**src/rtl/scie_fir_pkg.sv**
```systemverilog
// -----------------------------------------------------------------------------
// scie_fir_pkg
// Shared definitions for the multi-channel SCIE FIR accelerator:
//   - custom-instruction opcodes and CFG funct3 sub-operations
//   - controller FSM state encoding
//   - per-channel output mode (wrap / saturate)
// -----------------------------------------------------------------------------
package scie_fir_pkg;

    // Custom-instruction major opcodes (insn[6:0])
    localparam logic [6:0] OP_CFG  = 7'h0B;
    localparam logic [6:0] OP_PUSH = 7'h2B;
    localparam logic [6:0] OP_READ = 7'h5B;

    // CFG sub-operations (insn[14:12])
    localparam logic [2:0] F3_COEF  = 3'd0;
    localparam logic [2:0] F3_CLEAR = 3'd1;
    localparam logic [2:0] F3_MODE  = 3'd2;

    typedef enum logic [1:0] {
        ST_IDLE = 2'd0,
        ST_MAC  = 2'd1,
        ST_DONE = 2'd2
    } state_e;

    typedef enum logic {
        MODE_WRAP = 1'b0,
        MODE_SAT  = 1'b1
    } mode_e;

endpackage

```
**src/rtl/scie_fir_multi_if.sv**
```systemverilog
// -----------------------------------------------------------------------------
// scie_fir_multi_if
// Instruction/result handshake between the core (master) and the FIR
// accelerator (slave).
//   io_valid    : instruction offered            (master -> slave)
//   io_insn     : instruction word               (master -> slave)
//   io_rs1      : operand 1 (coef/sample/mode)   (master -> slave)
//   io_rs2      : operand 2 (tap index)          (master -> slave)
//   io_ready    : accelerator accepts this cycle (slave -> master)
//   io_rd       : read result                    (slave -> master)
//   io_rd_valid : io_rd updated this cycle       (slave -> master)
// -----------------------------------------------------------------------------
interface scie_fir_multi_if #(
    parameter int XLEN = 32
);
    logic            io_valid;
    logic [XLEN-1:0] io_insn;
    logic [XLEN-1:0] io_rs1;
    logic [XLEN-1:0] io_rs2;
    logic            io_ready;
    logic [XLEN-1:0] io_rd;
    logic            io_rd_valid;

    modport master (
        output io_valid, io_insn, io_rs1, io_rs2,
        input  io_ready, io_rd, io_rd_valid
    );

    modport slave (
        input  io_valid, io_insn, io_rs1, io_rs2,
        output io_ready, io_rd, io_rd_valid
    );
endinterface

```
**src/rtl/scie_fir_mac.sv**
```systemverilog
// -----------------------------------------------------------------------------
// scie_fir_mac
// Shared multiply-accumulate engine, one tap per enabled cycle, with a
// wrap/saturate conversion of the accumulator to XLEN bits.
//   clock, reset : clock and asynchronous active-high reset
//   clear_i      : zero the accumulator (start of a new filter run)
//   en_i         : accumulate x_i * coef_i this cycle
//   x_i, coef_i  : signed sample and coefficient of the current tap
//   mode_i       : output conversion of the channel being computed
//   result_o     : accumulator converted to XLEN bits
// -----------------------------------------------------------------------------
module scie_fir_mac
    import scie_fir_pkg::*;
#(
    parameter int XLEN   = 32,
    parameter int DATA_W = 16,
    parameter int COEF_W = 16,
    parameter int ACC_W  = 40
) (
    input  logic                     clock,
    input  logic                     reset,
    input  logic                     clear_i,
    input  logic                     en_i,
    input  logic signed [DATA_W-1:0] x_i,
    input  logic signed [COEF_W-1:0] coef_i,
    input  mode_e                    mode_i,
    output logic        [XLEN-1:0]   result_o
);
    localparam int PROD_W = DATA_W + COEF_W;

    logic signed [PROD_W-1:0] prod;
    logic signed [ACC_W-1:0]  acc_q, acc_d;
    logic                     fits;

    assign prod = x_i * coef_i;

    always_comb begin
        // NOTE: default first so every path assigns acc_d; a missing else would infer a latch.
        acc_d = acc_q;
        if (clear_i) begin
            acc_d = '0;
        end else if (en_i) begin
            acc_d = acc_q + {{(ACC_W-PROD_W){prod[PROD_W-1]}}, prod};
        end
    end

    always_ff @(posedge clock or posedge reset) begin
        // NOTE: non-blocking assignment for state so all flops update together at the edge.
        if (reset) begin
            acc_q <= '0;
        end else begin
            acc_q <= acc_d;
        end
    end

    // The accumulator fits in XLEN signed bits when every bit above the
    // XLEN-1 sign position replicates it.
    assign fits = (&acc_q[ACC_W-1:XLEN-1]) | ~(|acc_q[ACC_W-1:XLEN-1]);

    always_comb begin
        result_o = acc_q[XLEN-1:0];
        if (mode_i == MODE_SAT && !fits) begin
            result_o = acc_q[ACC_W-1] ? {1'b1, {(XLEN-1){1'b0}}}
                                      : {1'b0, {(XLEN-1){1'b1}}};
        end
    end

endmodule

```
**src/rtl/scie_fir_multi.sv**
```systemverilog
// -----------------------------------------------------------------------------
// scie_fir_multi
// Multi-channel FIR custom-instruction accelerator. Each channel owns a
// coefficient bank, a sample delay line, an output mode and a result
// register; one shared MAC walks the taps of the pushed channel.
//   clock, reset : clock and asynchronous active-high reset
//   bus          : instruction/result handshake (slave side)
// -----------------------------------------------------------------------------
module scie_fir_multi
    import scie_fir_pkg::*;
#(
    parameter int XLEN     = 32,
    parameter int TAPS     = 8,
    parameter int CHANNELS = 4,
    parameter int DATA_W   = 16,
    parameter int COEF_W   = 16,
    parameter int ACC_W    = 40
) (
    input  logic            clock,
    input  logic            reset,
    scie_fir_multi_if.slave bus
);
    localparam int CH_W  = (CHANNELS > 1) ? $clog2(CHANNELS) : 1;
    localparam int IDX_W = $clog2(TAPS);

    // Per-channel storage
    logic signed [COEF_W-1:0] coef_q   [CHANNELS][TAPS];
    logic signed [DATA_W-1:0] x_q      [CHANNELS][TAPS];
    logic        [XLEN-1:0]   result_q [CHANNELS];
    mode_e                    mode_q   [CHANNELS];

    // Controller state
    state_e           state_q;
    logic             ready_q;
    logic [IDX_W-1:0] idx_q;
    logic [CH_W-1:0]  ch_q;
    logic [XLEN-1:0]  rd_q;
    logic             rd_valid_q;

    // Decode
    logic [6:0]       opcode;
    logic [2:0]       funct3;
    logic [CH_W-1:0]  ch;
    logic [IDX_W-1:0] tap;
    logic             ch_ok, tap_ok, accept, mac_clear;
    logic [XLEN-1:0]  mac_result;
    logic             unused_bits;

    assign opcode = bus.io_insn[6:0];
    assign funct3 = bus.io_insn[14:12];
    assign ch     = bus.io_insn[25 +: CH_W];
    assign tap    = bus.io_rs2[IDX_W-1:0];
    assign ch_ok  = (int'(ch) < CHANNELS);
    assign tap_ok = (bus.io_rs2 < XLEN'(TAPS));
    assign accept = bus.io_valid && ready_q;

    // Only a fraction of the instruction and operand bits carry meaning.
    assign unused_bits = ^{bus.io_insn, bus.io_rs1};

    // Accumulator restarts at the same edge the new sample enters the line.
    assign mac_clear = accept && (opcode == OP_PUSH) && ch_ok;

    scie_fir_mac #(
        .XLEN   (XLEN),
        .DATA_W (DATA_W),
        .COEF_W (COEF_W),
        .ACC_W  (ACC_W)
    ) u_mac (
        .clock    (clock),
        .reset    (reset),
        .clear_i  (mac_clear),
        .en_i     (state_q == ST_MAC),
        .x_i      (x_q[ch_q][idx_q]),
        .coef_i   (coef_q[ch_q][idx_q]),
        .mode_i   (mode_q[ch_q]),
        .result_o (mac_result)
    );

    always_ff @(posedge clock or posedge reset) begin
        if (reset) begin
            state_q    <= ST_IDLE;
            ready_q    <= 1'b1;
            idx_q      <= '0;
            ch_q       <= '0;
            rd_q       <= '0;
            rd_valid_q <= 1'b0;
            // NOTE: these arrays are architectural state that must read back as zero after reset, so they are flops with reset rather than RAM.
            for (int c = 0; c < CHANNELS; c++) begin
                result_q[c] <= '0;
                mode_q[c]   <= MODE_WRAP;
                for (int t = 0; t < TAPS; t++) begin
                    coef_q[c][t] <= '0;
                    x_q[c][t]    <= '0;
                end
            end
        end else begin
            rd_valid_q <= 1'b0;
            case (state_q)
                ST_IDLE: begin
                    if (accept) begin
                        case (opcode)
                            OP_CFG: begin
                                if (ch_ok) begin
                                    case (funct3)
                                        F3_COEF: begin
                                            if (tap_ok) begin
                                                coef_q[ch][tap] <= bus.io_rs1[COEF_W-1:0];
                                            end
                                        end
                                        F3_CLEAR: begin
                                            result_q[ch] <= '0;
                                            for (int t = 0; t < TAPS; t++) begin
                                                x_q[ch][t] <= '0;
                                            end
                                        end
                                        F3_MODE: mode_q[ch] <= mode_e'(bus.io_rs1[0]);
                                        default: ;
                                    endcase
                                end
                            end
                            OP_PUSH: begin
                                if (ch_ok) begin
                                    // Index 0 is newest; the oldest sample falls off the end.
                                    x_q[ch][0] <= bus.io_rs1[DATA_W-1:0];
                                    for (int t = 1; t < TAPS; t++) begin
                                        x_q[ch][t] <= x_q[ch][t-1];
                                    end
                                    ch_q    <= ch;
                                    idx_q   <= '0;
                                    state_q <= ST_MAC;
                                    ready_q <= 1'b0;
                                end
                            end
                            OP_READ: begin
                                rd_q       <= ch_ok ? result_q[ch] : '0;
                                rd_valid_q <= 1'b1;
                            end
                            default: ;
                        endcase
                    end
                end
                ST_MAC: begin
                    idx_q <= idx_q + IDX_W'(1);
                    if (idx_q == IDX_W'(TAPS - 1)) begin
                        state_q <= ST_DONE;
                    end
                end
                ST_DONE: begin
                    result_q[ch_q] <= mac_result;
                    state_q        <= ST_IDLE;
                    ready_q        <= 1'b1;
                end
                default: begin
                    state_q <= ST_IDLE;
                    ready_q <= 1'b1;
                end
            endcase
        end
    end

    assign bus.io_ready    = ready_q;
    assign bus.io_rd       = rd_q;
    assign bus.io_rd_valid = rd_valid_q;

endmodule

```
**src/flat_wrapper.sv**
```systemverilog
// flat-port wrapper written by rule: the top's interface ports become plain ports
module scie_fir_multi_flat import scie_fir_pkg::*;
#(
    parameter int XLEN     = 32,
    parameter int TAPS     = 8,
    parameter int CHANNELS = 4,
    parameter int DATA_W   = 16,
    parameter int COEF_W   = 16,
    parameter int ACC_W    = 40
)
  (clock, reset, bus_io_valid, bus_io_insn, bus_io_rs1, bus_io_rs2, bus_io_ready, bus_io_rd, bus_io_rd_valid);
  scie_fir_multi_if #(.XLEN(XLEN)) bus_i ();
  input  logic clock;
  input  logic reset;
  input wire logic [$bits(bus_i.io_valid)-1:0] bus_io_valid;
  input wire logic [$bits(bus_i.io_insn)-1:0] bus_io_insn;
  input wire logic [$bits(bus_i.io_rs1)-1:0] bus_io_rs1;
  input wire logic [$bits(bus_i.io_rs2)-1:0] bus_io_rs2;
  output wire logic [$bits(bus_i.io_ready)-1:0] bus_io_ready;
  output wire logic [$bits(bus_i.io_rd)-1:0] bus_io_rd;
  output wire logic [$bits(bus_i.io_rd_valid)-1:0] bus_io_rd_valid;
  assign bus_i.io_valid = bus_io_valid;
  assign bus_i.io_insn = bus_io_insn;
  assign bus_i.io_rs1 = bus_io_rs1;
  assign bus_i.io_rs2 = bus_io_rs2;
  assign bus_io_ready = bus_i.io_ready;
  assign bus_io_rd = bus_i.io_rd;
  assign bus_io_rd_valid = bus_i.io_rd_valid;
  scie_fir_multi #(.XLEN(XLEN), .TAPS(TAPS), .CHANNELS(CHANNELS), .DATA_W(DATA_W), .COEF_W(COEF_W), .ACC_W(ACC_W)) u_core (.clock(clock), .reset(reset), .bus(bus_i));
endmodule
```
**config.mk**
```make
export PLATFORM = sky130hd
export DESIGN_NAME = scie_fir_multi_flat
export DESIGN_NICKNAME = d
export VERILOG_FILES = /design/src/rtl/scie_fir_pkg.sv /design/src/rtl/scie_fir_multi_if.sv /design/src/rtl/scie_fir_mac.sv /design/src/rtl/scie_fir_multi.sv /design/src/flat_wrapper.sv
export SDC_FILE = /design/constraint.sdc
export NUM_CORES = 2
export LEC_CHECK = 0
export CAP_MARGIN = 5
export CORE_UTILIZATION = 45
export CTS_CLUSTER_DIAMETER = 100
export DETAILED_ROUTE_END_ITERATION = 8
export SLEW_MARGIN = 10
export SYNTH_ARGS = -nofsm -noshare
export SYNTH_HDL_FRONTEND = slang
export SYNTH_SLANG_ARGS = --single-unit
```
**constraint.sdc**
```tcl
create_clock -name clock -period 88.8 [get_ports clock]
set_clock_uncertainty 0.2 [all_clocks]
set_input_delay 17.76 -clock clock [delete_from_list [all_inputs] [get_ports clock]]
set_output_delay 17.76 -clock clock [all_outputs]
set_load 0.02 [all_outputs]
```
==> qor.yml <==
outcome: "finished, final reports clean"
peakVddDrop_uv: 17.5
cts_hold_buf: 0
rows: 143
synth_compound_gate_area_share_pct: 9.14
slew_headroom_pct: 17.5
synth_cell_types: 72
grt_pass1_vias: 46900
final_common_cell: "dfrtp_1"
grt_use_met3_pct: 2.95
dp_slack_ns: 66.16
chipHeight_um: 393
end_kind: "flop"
io_buffers: 96
yosys-mux-area-fraction_pct: 22.8
fin_crit_sh_pct: 24.5
htree_num_levels: 4
cp-start-kind: "input port"
syn_area_um2: 69000
clock_latency_ns: 0.81
core_region_area_um2: 152000
postSynthNetCount: 6391
path_max_fanout: 162
regToRegStartpoint: "u_core.ch_q[1]"
start_util_pct: 45.3
ys_warn_count: 0
rsz0062_at_grt: "false"
drt-pass1-iter-count: 5
p_leak_uw: 0.0346
hp-start: "u_core.x_q[129]"
fmax_ghz: 0.0459
clock_sinks: 1237
top_usage_layer: "met2"
place.gp.congestion: 0.853
hold_viol: 0
crit_type: "in -> reg"
cts_tree: "done"
critPathArrivalTime_ns: 22.18
placed_area_um2: 71800
syn_inst: 5904
place_inst: 7708
antenna_found_initial: 4
synth_xor_area_share_pct: 0.800
dp_hpwl_mm: 105
viasPerCell: 5.67
clkTransAtPathRegs_ns: 0.05
fillers: 13500
worst_pin_slew_ns: 1.21
finalWorstSetupSlack_ns: 67.01
wl_per_cell_um: 21.4
syn-mean-instance-area_um2: 11.7
tns_ns: 0
vias: 45100
synth_ff_type: "dfrtp_1"
synth_top_family_by_area: "multiplexers"
fp.dieArea_um2: 155000
grt_max_degree: 217
synthAdderAreaFrac_pct: 9.90
yosys.area_share.simple_pct: 8.14
detail-route-antenna-nets: 0
synth_edf_count: 0
fin_nets: 6307
ioPinCount: 133
drive_gt1_share_pct: 22.7
area_growth_pct: 11.0
drt_iter0_markers: 2839
final_cell_mix: "dfrtp_1, nand2_1, o21ai_0"
globalRouteMet1Util_pct: 31.4
grt.met2_usage_pct: 36.8
numCtsBuffers: 140
ys_seq_area_share_pct: 44.9
cts_root_buf: "clkbuf_16"
drv_cap: 0
min_period_ns: 21.79
slew_viol_final: 0
grt_pass1_wl_mm: 275
cts-resized-gates: 0
stdcell_count: 7959
track_usage_pct: 22.5
grt_overflow_total: 0
crit_start: "bus_io_insn[2]"
routed_wirelength_mm: 170
die_w_um: 393
setup_violations: 0
required_ns: 89.20
final_cell_area_um2: 76500
synthArstFlopShare_pct: 100
post_cts.repair.setup_buffers: 0
hp-class: "reg -> reg"
drc: 0
power_density_nw_per_um2: 17.0
ys_seq_elements: 1237
clockBufferDepth: 3
## state kept, by name, summed over array words and instances (netlist names)
signal,cells
u_core.state_q,2
u_core.bus.io_rd_valid,1
u_core.mode_q,4
u_core.bus.io_rd,32
u_core.ch_q,2
u_core.result_q,128
u_core.idx_q,3
u_core.coef_q,512
u_core.u_mac.acc_q,40
u_core.x_q,512
u_core.bus.io_ready,1
## metal layers
metal	part of all wire, %	wire length (µm)	vias up
met5	0.0070	12	-
met4	2.3	3900	2
met3	3.6	6060	236
met2	48	82600	855
met1	46	77900	23500
li1	-	-	20500
## Yosys cell counts, drive strengths merged, types with 45 or more instances
| library cell | number | area share [%] |
|---|---|---|
| dfrtp | 1236 | 45 |
| nand2 | 945 | 5.1 |
| o21ai | 639 | 4.6 |
| mux2 | 602 | 9.8 |
| mux4 | 353 | 12 |
| inv | 333 | 1.8 |
| clkbuf | 315 | 1.7 |
| fa | 263 | 7.6 |
| nor2 | 215 | 1.3 |
| a22o | 167 | 2.1 |
| ha | 125 | 2.3 |
| buf | 111 | 0.81 |
| mux2i | 98 | 1.4 |
| a21oi | 82 | 0.60 |
| o22ai | 59 | 0.54 |
| xnor2 | 45 | 0.57 |
## logic make-up after synthesis
logic type | count (synthesis)
AO/OA/AOI/OAI | 1055
XOR/XNOR | 63
adder cells (fa/ha/maj) | 388
buffers and inverters | 759
flip-flops | 1237
multiplexers | 1053
AND/OR/NAND/NOR | 1349
## worst max-delay path, stage by stage
cell and delay (ns):
clkdlybuf4s50_1 0.40, nand4b_1 0.28, nor4b_4 0.37, buf_12 0.57, and3_1 0.25, buf_4 0.40, nand2b_1 0.20, o21ai_1 0.13
buf_4 0.22, nand3_4 0.52, buf_4 0.62, nand2_1 0.19, o21ai_0 0.10
## where the power goes
part	switching (µW)	internal, µW	leakage [µW]
logic	76.8	46.9	0.0152
registers	17.2	573	0.0171
clock network	246	343	0.00230
## cell type report
| class | count | area, µm² | share of cell area, % |
|---|---|---|---|
| clock buffers | 214 | 4130 | 5.40 |
| clock inverters | 35 | 612 | 0.800 |
| well taps | 2030 | 2540 | 3.32 |
| diodes | 2 | 5.00 | 0.00654 |
| repair buffers | 200 | 1840 | 2.41 |
| flip-flops and latches | 1237 | 31000 | 40.5 |
| multi-input cells | 3908 | 35200 | 45.9 |
| inverters | 333 | 1260 | 1.64 |
## path summary, 6_finish.rpt
kind	cells after the start	to	slack [ns]
worst max-delay path	13	u_core.x_q[107]	67.01
worst min-delay path	2	u_core.x_q[129]	0.28
worst max register to register	39	u_core.u_mac.acc_q[37]	75.03
worst min register to register	2	u_core.x_q[129]	0.28
max in group asynchronous	6	u_core.coef_q[421]	67.20
min in group asynchronous	2	u_core.bus.io_rd[11]	17.23
## through the flow
step,hold WS [ns],total power [µW],util [%]
CTS,0.282,1320,50.3
finish,0.276,1300,50.3
global route,0.292,1350,50.3
floorplan,0.245,684,-
detailed placement,0.270,726,47.2
global placement,0.257,724,47.2
(Power assumes the default switching activity.)
